$ cat config.mk
export PLATFORM = sky130hd
export DESIGN_NAME = divisor_4bit
export DESIGN_NICKNAME = d
export VERILOG_FILES = /design/src/rtl/alu_pkg.sv /design/src/rtl/restador_4bit.sv /design/src/rtl/sumador_1bit.sv /design/src/rtl/divisor_4bit.sv
export SDC_FILE = /design/constraint.sdc
export NUM_CORES = 1
export LEC_CHECK = 0
export CAP_MARGIN = 20
export CORE_MARGIN = 2
export CORE_UTILIZATION = 39
export CTS_BUF_LIST = sky130_fd_sc_hd__clkbuf_4
export CTS_CLUSTER_SIZE = 30
export DETAILED_ROUTE_END_ITERATION = 7
export GPL_TIMING_DRIVEN = 0
export HOLD_SLACK_MARGIN = 0.06
export SLEW_MARGIN = 20
export SYNTH_ARGS = -nofsm -noshare
export SYNTH_HDL_FRONTEND = slang
export SYNTH_SLANG_ARGS = --single-unit
$ cat constraint.sdc
create_clock -name clk -period 2.9 [get_ports clk]
set_clock_uncertainty 0.1 [all_clocks]
set_input_delay 0.58 -clock clk [delete_from_list [all_inputs] [get_ports clk]]
set_output_delay 0.58 -clock clk [all_outputs]
set_load 0.01 [all_outputs]
$ cat src/rtl/alu_pkg.sv
// Shared ALU definitions: operand width, divider counter width and FSM state encoding.
package alu_pkg;

  localparam int OPW   = 4;
  localparam int CNT_W = 2;

  typedef enum logic [1:0] {
    S_IDLE = 2'd0,
    S_CALC = 2'd1,
    S_FIN  = 2'd2
  } state_t;

endpackage

$ cat src/rtl/restador_4bit.sv
// Ripple subtractor a - b built from full-adder cells (b inverted, carry-in 1).
// Combinational; borrow is the inverted final carry.
module restador_4bit #(
  parameter int W = 4
) (
  input  logic [W-1:0] i_a,
  input  logic [W-1:0] i_b,
  output logic [W-1:0] o_diff,
  output logic         o_borrow
);

  logic [W:0] w_c;

  assign w_c[0] = 1'b1;

  for (genvar i = 0; i < W; i++) begin : g_cell
    sumador_1bit u_fa (
      .i_a  (i_a[i]),
      .i_b  (~i_b[i]),
      .i_ci (w_c[i]),
      .o_s  (o_diff[i]),
      .o_co (w_c[i+1])
    );
  end

  assign o_borrow = ~w_c[W];

endmodule

$ cat src/rtl/sumador_1bit.sv
// One-bit full adder cell, building block for the ripple adder/subtractor chains.
module sumador_1bit (
  input  logic i_a,
  input  logic i_b,
  input  logic i_ci,
  output logic o_s,
  output logic o_co
);

  logic w_p;

  assign w_p  = i_a ^ i_b;
  assign o_s  = w_p ^ i_ci;
  assign o_co = (i_a & i_b) | (i_ci & w_p);

endmodule

$ cat src/rtl/divisor_4bit.sv
// Restoring divider, one quotient bit per clock: done 5 cycles after start (1 on divide-by-zero).
// start is ignored while busy; a start held through FIN is accepted immediately.
module divisor_4bit
  import alu_pkg::*;
#(
  parameter int N = OPW
) (
  input  logic         clk,
  input  logic         rst,
  input  logic         start,
  input  logic [N-1:0] A,
  input  logic [N-1:0] B,
  output logic         busy,
  output logic         done,
  output logic [N-1:0] Q,
  output logic [N-1:0] R,
  output logic         div0
);

  state_t           r_state, w_state_nxt;
  logic [CNT_W-1:0] r_cnt;
  logic [N-1:0]     r_rem, r_quo, r_div;
  logic             r_div0;

  logic             w_accept, w_msb, w_borrow, w_take;
  logic [N-1:0]     w_low, w_diff;

  // Left shift of {remainder, quotient}: the remainder MSB falls out as w_msb.
  assign w_msb = r_rem[N-1];
  assign w_low = {r_rem[N-2:0], r_quo[N-1]};

  restador_4bit #(.W(N)) u_sub (
    .i_a      (w_low),
    .i_b      (r_div),
    .o_diff   (w_diff),
    .o_borrow (w_borrow)
  );

  // A shifted-out 1 means the 5-bit value already exceeds the divisor.
  assign w_take = w_msb | ~w_borrow;

  always_comb begin
    w_state_nxt = r_state;
    w_accept    = 1'b0;
    busy        = 1'b0;
    done        = 1'b0;
    case (r_state)
      S_IDLE, S_FIN: begin
        done = (r_state == S_FIN);
        if (start) begin
          w_accept    = 1'b1;
          w_state_nxt = (B == '0) ? S_FIN : S_CALC;
        end else begin
          w_state_nxt = S_IDLE;
        end
      end
      S_CALC: begin
        busy = 1'b1;
        if (r_cnt == '0) w_state_nxt = S_FIN;
      end
      default: w_state_nxt = S_IDLE;
    endcase
  end

  always_ff @(posedge clk) begin
    if (rst) begin
      r_state <= S_IDLE;
      r_cnt   <= '0;
      r_rem   <= '0;
      r_quo   <= '0;
      r_div   <= '0;
      r_div0  <= 1'b0;
    end else begin
      r_state <= w_state_nxt;
      if (w_accept) begin
        r_div  <= B;
        r_div0 <= (B == '0);
        if (B == '0) begin
          r_quo <= '1;
          r_rem <= A;
          r_cnt <= '0;
        end else begin
          r_quo <= A;
          r_rem <= '0;
          r_cnt <= CNT_W'(N - 1);
        end
      end else if (r_state == S_CALC) begin
        r_rem <= w_take ? w_diff : w_low;
        r_quo <= {r_quo[N-2:0], w_take};
        if (r_cnt != '0) r_cnt <= r_cnt - 1'b1;
      end
    end
  end

  assign Q    = r_quo;
  assign R    = r_rem;
  assign div0 = r_div0;

endmodule

# Word level (Yosys, flattened, before mapping)
# Cells that the tools add are included.
[word_totals]
input_bits = 11
reg_bits = 17
word_cells = 61
[classes]
n_reduce_logical = 8
eq_ne = 3
n_mux = 19
add_sub_neg = 1
bitwise_logic = 24
[ops]
columns = ["operator", "n"]
rows = [
  ["$mux W4", 7],
  ["$mux W2", 7],
  ["$and A1 B1 Y1", 7],
  ["$xor A1 B1 Y1", 7],
  ["$reduce_bool A2 Y1", 3],
  ["$not A1 Y1", 5],
  ["$or A1 B1 Y1", 5],
  ["$logic_not A2 Y1", 2],
  ["$logic_not A4 Y1", 1],
  ["$mux W1", 4],
  ["$pmux W2 S2", 1],
  ["$eq A2 B1 Y1 const B", 1],
  ["$eq A2 B2 Y1 const B", 1],
  ["$ne A2 B2 Y1 const B", 1],
  ["$reduce_and A2 Y1", 1],
  ["$reduce_or A2 Y1", 1],
  ["$sub A2 B1 Y2 const B", 1],
]

# Logic depth before layout (Yosys ltp)
# Gate-level depths: netlist of the first run.
[logic_depth]
depth_word = 13
ltp_mapped = 11
depth_no_buf = 11

# Cells and area by module
# From an unflattened synthesis of the first run, not the netlist that was laid out.
[unflattened]
hier_cells = 103
area_unflattened_um2 = 980.9
[by_module_without_submodules]
columns = ["module", "instances", "cells_each", "area_each_um2", "seq_area_each_um2"]
rows = [
  ["divisor_4bit", 1, 93, 878.3, 340.3],
  ["sumador_1bit", 4, 1, 20.0, 0.0],
  ["restador_4bit", 1, 6, 22.5, 0.0],
]

# Worst setup path before layout of the first run
# OpenSTA, ideal clock, no wires.
[synth_path]
kind = "reg-to-reg"
from = "register r_quo[3], in the netlist Q[3]"
to = "register r_rem[0], in the netlist R[0]"
n_path_buf = 0
setup_slack_ns = 0.552
t_arrival_ns = 2.118
required_ns = 2.670
stages_incl_launch_ff = 12
period_less_slack_ns = 2.348
path_cell_list = "dfxtp_1 inv_1 ha_1 inv_1 fa_1 inv_1 fa_1 inv_1 fa_1 or2_2 o211ai_1 a311oi_1"
[synth_between]
elab_chain_cells = 12
word_cells_on_any_way = 14
cone_classes = "3 x mux; 11 x bitwise"
[synth_rtl]
columns = ["item", "line", "text"]
rows = [
  ["start: declaration", "divisor_4bit.sv:22", "logic [N-1:0] r_rem, r_quo, r_div;"],
  ["start signal: assignment", "divisor_4bit.sv:89", "r_quo <= {r_quo[N-2:0], w_take};"],
  ["$and A1 B1 Y1 or $xor A1 B1 Y1 (tied branches)", "sumador_1bit.sv:14, sumador_1bit.sv:12", ""],
  ["$or A1 B1 Y1", "sumador_1bit.sv:14", "assign o_co = (i_a & i_b) | (i_ci & w_p);"],
  ["$and A1 B1 Y1", "sumador_1bit.sv:14", ""],
  ["$or A1 B1 Y1", "sumador_1bit.sv:14", ""],
  ["$and A1 B1 Y1", "sumador_1bit.sv:14", ""],
  ["$or A1 B1 Y1", "sumador_1bit.sv:14", ""],
  ["$and A1 B1 Y1", "sumador_1bit.sv:14", ""],
  ["$or A1 B1 Y1", "sumador_1bit.sv:14", ""],
  ["$or A1 B1 Y1", "divisor_4bit.sv:40", "assign w_take = w_msb | ~w_borrow;"],
  ["$mux W4 *", "divisor_4bit.sv:88", "r_rem <= w_take ? w_diff : w_low;"],
  ["$mux W4 *", "divisor_4bit.sv:87", "end else if (r_state == S_CALC) begin"],
  ["$mux W4 *", "divisor_4bit.sv:75", "if (w_accept) begin"],
  ["end signal: assignment", "divisor_4bit.sv:88", ""],
  ["end: declaration", "divisor_4bit.sv:22", ""],
]
# Every way passes the cells marked *; elsewhere a longest branch is shown, timed or not. The select of a mux whose other input is x is not followed.
# A chain may end at the register's enable or synchronous reset.

# Final worst setup path of the first run
[layout_path]
from = "register r_quo[3], in the netlist Q[3]"
to = "register r_rem[3], in the netlist R[3]"
[layout_between]
elab_chain_cells = 12
word_cells_on_any_way = 14
cone_classes = "3 x mux; 11 x bitwise"
[layout_rtl]
columns = ["item", "line"]
rows = [
  ["$and A1 B1 Y1 or $xor A1 B1 Y1 (tied branches)", "sumador_1bit.sv:14, sumador_1bit.sv:12"],
  ["$or A1 B1 Y1 *", "sumador_1bit.sv:14"],
  ["$and A1 B1 Y1 *", "sumador_1bit.sv:14"],
  ["$or A1 B1 Y1 *", "sumador_1bit.sv:14"],
  ["$and A1 B1 Y1 *", "sumador_1bit.sv:14"],
  ["$or A1 B1 Y1 *", "sumador_1bit.sv:14"],
  ["$and A1 B1 Y1", "sumador_1bit.sv:14"],
  ["$or A1 B1 Y1", "sumador_1bit.sv:14"],
  ["$or A1 B1 Y1", "divisor_4bit.sv:40"],
  ["$mux W4 *", "divisor_4bit.sv:88"],
  ["$mux W4 *", "divisor_4bit.sv:87"],
  ["$mux W4 *", "divisor_4bit.sv:75"],
]
# Marks and branches as above.

==> impl_metrics.toml, run 1 <==
[worst_hold_path]
hold_class = "flop to flop"
whs_endpoint = "r_div[3]"
hp-start = "r_div[3]"
min_path_cells = 2

[grt]
grt_pass1_vias = 826
grt_usage_pct = 18.5
grt_overflow = 0
grt_pass1_wl_mm = 3.91
grt_antenna_before_repair = 0
grt_start_max_net_pins = 11

[clock_network]
cts_inserted_buffers = 3
post_cts_resized = 0
cts_tree = "yes"
clk_pin_slew_ns = 0.11
cts-root-buf = "clkbuf_4"
cts.sinks = 17
clk_path_buf_depth = 2
clock_latency_ns = 0.30
postCtsHoldBufs = 0
htree_levels = 1
cts_setup_buffers = 0

[status]
status = "completed"

[placed_design]
dp_cells = 165
dp_worst_setup_slack_ns = 0.369
port_buffers = 20
place_hpwl_mm = 1.78
gp_congestion = 0.778

[timing]
period_minus_slack_ns = 2.55
tightest_slew_ns = 0.456
setup_tns_ns = 0
max_freq_mhz = 392
setup_viol = 0
fin_crit_sh_pct = 88.0
slew_headroom_pct = 69.6
slew_violations = 0
finalHoldViolCount = 0
setup_slack_ns = 0.348
rsz0062_at_grt = "no"

[power_and_ir_drop]
ir_drop_v = 0.000275
p_leak_nw = 0.464
power.density_nw_per_um2 = 492

[drt]
vias = 899
viasPerCell = 5.32
drt-pass1-iter-count = 4
postRouteAntennaNets = 0
drc_errors = 0
drt_iter0_drc = 12
post_drt_wl_per_cell_um = 14.2
wirelength_mm = 2.40

[die]
die_y_um = 55.1
num_rows = 18
dieArea_um2 = 3040
io_pins = 22
start_util_pct = 41.2
die_x_um = 55.1
core_um2 = 2480

[final_layout]
diodes = 0
final_common_cell = "clkdlybuf4s50_1"
fin_cells = 169
area_growth_pct = 26.3
final_nets = 156
final_cell_mix = "clkdlybuf4s50_1 (20), dfxtp_1 (17), nor3_1 (12)"
final_util_pct = 52.0
drive_gt1_share_pct = 15.1

[worst_setup_path]
crit_fanout = 7
cp-end-kind = "flop"
reg2reg_setup_slack_ns = 0.35
reg2reg_depth = 11
critPathKind = "flop to flop"
critPathRequiredTime_ns = 3.01
start_kind = "flop"
r2r_end = "R[3]"
r2r-start = "Q[3]"
cp.arrival_ns = 2.66

[yosys]
synth_nets = 131
synth-seq-cells = 17
yosysWarnings = 0
postSynthCellCount = 115
synthArstFlopShare_pct = 0
ys_types = 30
synth-edff-count = 0
synth_area_um2 = 1020
synth_ff_type = "dfxtp_1"
syn_avg_cell_area_um2 = 8.87
yosysSeqAreaShare_pct = 33.4

[job]
maxCapViolCount = 0
[layer usage]
layer	up-vias	track usage, %	share of wire (%)	routed length (µm)
met5	-	0	0	0
met4	0	8.54	1.2	28
met3	4	3.49	4.1	99
met2	23	28.8	47	1130
met1	421	24.6	48	1140
li1	451	-	-	-
[how the worst max path moves through the flow]
stage	from	endpoint	slack [ns]	depth (start not counted)
floorplan	Q[3]	R[0]	0.55	11
global placement	Q[3]	R[2]	0.38	11
detailed placement	Q[3]	R[0]	0.37	11
CTS	Q[3]	R[0]	0.36	11
global route	Q[3]	R[3]	0.12	11
finish	Q[3]	R[3]	0.35	11
[cell type report]
| cell class | count | area (µm²) |
|---|---|---|
| Fill cell | 246 | 1190 |
| Multi-Input combinational cell | 76 | 537 |
| Sequential cell | 17 | 340 |
| Timing Repair Buffer | 20 | 200 |
| Buffer | 12 | 105 |
| Inverter | 10 | 37.5 |
| Tap cell | 30 | 37.5 |
| Clock buffer | 4 | 30.0 |
[sequential cells by signal (all words and copies together) (netlist names)]
| signal | flops |
|---|---|
| r_div | 4 |
| Q | 4 |
| r_state | 2 |
| R | 4 |
| r_cnt | 2 |
| div0 | 1 |
[synth_stat cells, drive strengths merged, types with 3 or more instances]
cell type / count / area share, %
nand3: 5 / 2.5
nand2: 10 / 3.7
nand2b: 5 / 3.1
a311oi: 4 / 3.4
nor3b: 3 / 2.2
fa: 3 / 5.9
nor3: 12 / 5.9
a21oi: 8 / 3.9
o21ai: 4 / 2.0
inv: 9 / 3.3
buf: 11 / 9.9
mux2i: 3 / 2.9
dfxtp: 17 / 33
[report_power, final]
group	switching, mW	leakage, nW	total (mW)	internal, mW
registers	0.0238	0.141	0.280	0.257
logic	0.0973	0.305	0.209	0.112
clock network	0.0815	0.0184	0.145	0.0630
total	0.203	0.464	0.634	0.431
[cells by family (layout without fill, tap and decap cells)]
logic type      after synthesis  count (layout)  synth area share (%)
simple gates                 42              42                  23.1
compound gates               26              26                  18.3
buf+inv                      22              46                  14.0
flops                        17              17                  33.4
fa+ha+maj                     5               5                  8.34
mux                           3               3                  2.94
[worst max-delay path: stages, from the launching register on]
cell	delay, ns
dfxtp_1	0.37
inv_1	0.07
ha_1	0.13
inv_1	0.04
fa_1	0.35
inv_1	0.08
fa_1	0.16
inv_1	0.05
fa_1	0.47
nor3b_1	0.21
o21ai_0	0.13
a311oi_1	0.30
[metrics by stage]
stage	hold WS, ns	total power [mW]	area [µm²]
after floorplan	0.336	0.413	1020
after global placement	0.348	0.488	1260
after detailed placement	0.357	0.495	1260
after CTS	0.372	0.637	1290
after global routing	0.400	0.672	1290
final	0.371	0.634	1290
(Power assumes the default switching activity.)
==> inputs of run 2 (changes only) <==
Settings changed: SYNTH_HIERARCHICAL set to 1.
Clock period 2.9 ns to 2.84 ns, I/O delays scaled along.
==> impl_metrics.toml, run 2 <==
[status]
status = "completed"

[job]
maxCapViolCount = 0

[final_layout]
final_nets = 145
area_growth_pct = 31.8
final_common_cell = "clkdlybuf4s50_1"
fin_cells = 158
final_util_pct = 53.1
fin_area_um2 = 1290
final_cell_mix = "clkdlybuf4s50_1 (20), dfxtp_1 (15), a21oi_1 (14)"
diodes = 0
drive_gt1_share_pct = 28.9

[drt]
drt-pass1-iter-count = 4
post_drt_wl_per_cell_um = 13.3
wirelength_mm = 2.09
drc_errors = 0
drt_iter0_drc = 17
vias = 797
postRouteAntennaNets = 0
viasPerCell = 5.04

[power_and_ir_drop]
internal-power_mw = 0.453
power_frac_comb_pct = 37.9
p_leak_nw = 0.518
power.density_nw_per_um2 = 517
clkPwrFrac_pct = 19.7
p_sw_mw = 0.216
seqPwrFrac_pct = 42.4
swShare_pct = 32.3
ir_drop_v = 0.000294
finalPower_mw = 0.669

[yosys]
synthTopCellsByArea = "dfxtp_1 (35%), fa_1 (8.2%), a21oi_1 (7.1%)"
synth-edff-count = 0
synthArstFlopShare_pct = 0
synth_ff_type = "dfxtp_1"
postSynthCellCount = 103
ys_types = 30
synth_top_area_share_pct = 34.7
yosysTopAreaCell = "dfxtp_1"
syn_avg_cell_area_um2 = 9.52
synth_nets = 119
yosysSeqAreaShare_pct = 34.7
synth_most_common_cell = "dfxtp_1"
synth_area_um2 = 981
synthTopCellsByCount = "dfxtp_1 (17), a21oi_1 (14), nand2_1 (12)"
yosysWarnings = 6
synth-seq-cells = 17

[clock_network]
postCtsHoldBufs = 0
cts.sinks = 17
cts_tree = "yes"
cts_inserted_buffers = 3
clk_pin_slew_ns = 0.10
clock_latency_ns = 0.29
cts-root-buf = "clkbuf_4"
htree_levels = 1
clk_path_buf_depth = 2

[worst_setup_path]
crit_top_cell = "fa_2"
critPathKind = "flop to flop"
crit_slowest_cell = "fa_2"
critPathRequiredTime_ns = 2.93
cp.arrival_ns = 2.89
endpoint = "R[0]"
start_kind = "flop"
crit_fanout = 5
r2r-start = "Q[3]"
critPathMaxStageDelay_ns = 0.39
reg2reg_setup_slack_ns = 0.04
r2r_end = "R[0]"
path_cells = "fa_2, fa_2, fa_2, fa_2, inv_2, nand2b_4, mux2_4, a221oi_2, nor3_2"
cp-end-kind = "flop"
reg2reg_depth = 9
setup.worst_path.start = "Q[3]"

[placed_design]
dp_cells = 153
port_buffers = 20
dp_worst_setup_slack_ns = -0.0593
place_hpwl_mm = 1.56
gp_congestion = 0.845
placed_area_um2 = 1240

[timing]
max_freq_mhz = 357
setup_tns_ns = 0
period_minus_slack_ns = 2.80
slew_violations = 0
setup_viol = 0
rsz0062_at_grt = "yes"
fin_crit_sh_pct = 98.6
finalHoldViolCount = 0
setup_slack_ns = 0.0407
worst_hold_slack_ns = 0.360

[worst_hold_path]
hold_class = "flop to flop"

[grt]
grt_pass1_wl_mm = 3.34
grt_pass1_vias = 773
grt_usage_pct = 16.1
grt_antenna_before_repair = 0
grt_overflow = 0
grt_start_max_net_pins = 11

[die]
core_um2 = 2430
io_pins = 22
die_y_um = 54.2
start_util_pct = 40.3
dieArea_um2 = 2930
num_rows = 18
die_x_um = 54.2
[run 2: cell types whose count changed in the layout (fill, tap and decap cells not counted), sizes merged, moves of 3 or more]
cell / change
a21o: +3
a21oi: +6
a221oi: +4
a311oi: -4
buf: -8
mux2: +4
nand2: +3
nand2b: -3
nand3: -5
nor2: +7
nor3: -7
nor3b: -3
[run 2: layout make-up]
class	instances	area, µm²
clock inverters	1	5.00
inverters	7	26.3
repair buffers	21	208
well taps	30	37.5
multi-input cells	74	599
clock buffers	3	22.5
fillers	245	1140
flip-flops and latches	17	343
plain buffers	5	51.3
[run 2: layer usage]
metal	track usage (%)	up-vias	wire [µm]
met3	5.00	2	112
met1	19.5	372	943
li1	-	402	-
met5	0	-	0
met4	5.00	0	15
met2	27.1	21	1020
[run 2: cells by family after synthesis]
group                    synth area share, %
AO/OA/AOI/OAI                           19.9
adder cells (fa/ha/maj)                 9.44
buffers and inverters                   7.91
flip-flops                              34.7
multiplexers                            5.61
other                                  0.382
AND/OR/NAND/NOR                         22.1
[run 2: worst min path at each step]
stage | startpoint | to | slack, ns | depth (start not counted)
after global routing | r_div[2] | r_div[2] | 0.38 | 2
after global placement | r_div[2] | r_div[2] | 0.35 | 2
final | r_div[2] | r_div[2] | 0.36 | 2
after floorplan | r_div[0] | r_div[0] | 0.34 | 2
after CTS | r_div[0] | r_div[0] | 0.36 | 2
after detailed placement | r_div[2] | r_div[2] | 0.35 | 2
[run 2: worst max-delay path, delay by kind of cell (launching register included)]
family / cells / cell delay [ns]
flops: 1 / 0.36
compound gates: 1 / 0.28
simple gates: 2 / 0.14
buf+inv: 1 / 0.07
fa+ha+maj: 4 / 1.42
mux: 1 / 0.31
[run 2: timing repair]
| item | 4_1_cts | 5_1_grt |
|---|---|---|
| setup endpoints to repair | 4 | 4 |
| pin swaps | 1 | 3 |
| resized for setup | 2 | 4 |
| buffers inserted | 0 | 1 |
[run 2: power by group through the flow]
stage	Sequential [mW]	Clock (mW)	Combinational (mW)
5_1_grt	0.287	0.148	0.277
3_5_place_dp	0.289	0	0.239
3_3_place_gp	0.288	0	0.235
6_report	0.283	0.132	0.253
2_1_floorplan	0.292	0	0.158
4_1_cts	0.283	0.134	0.241
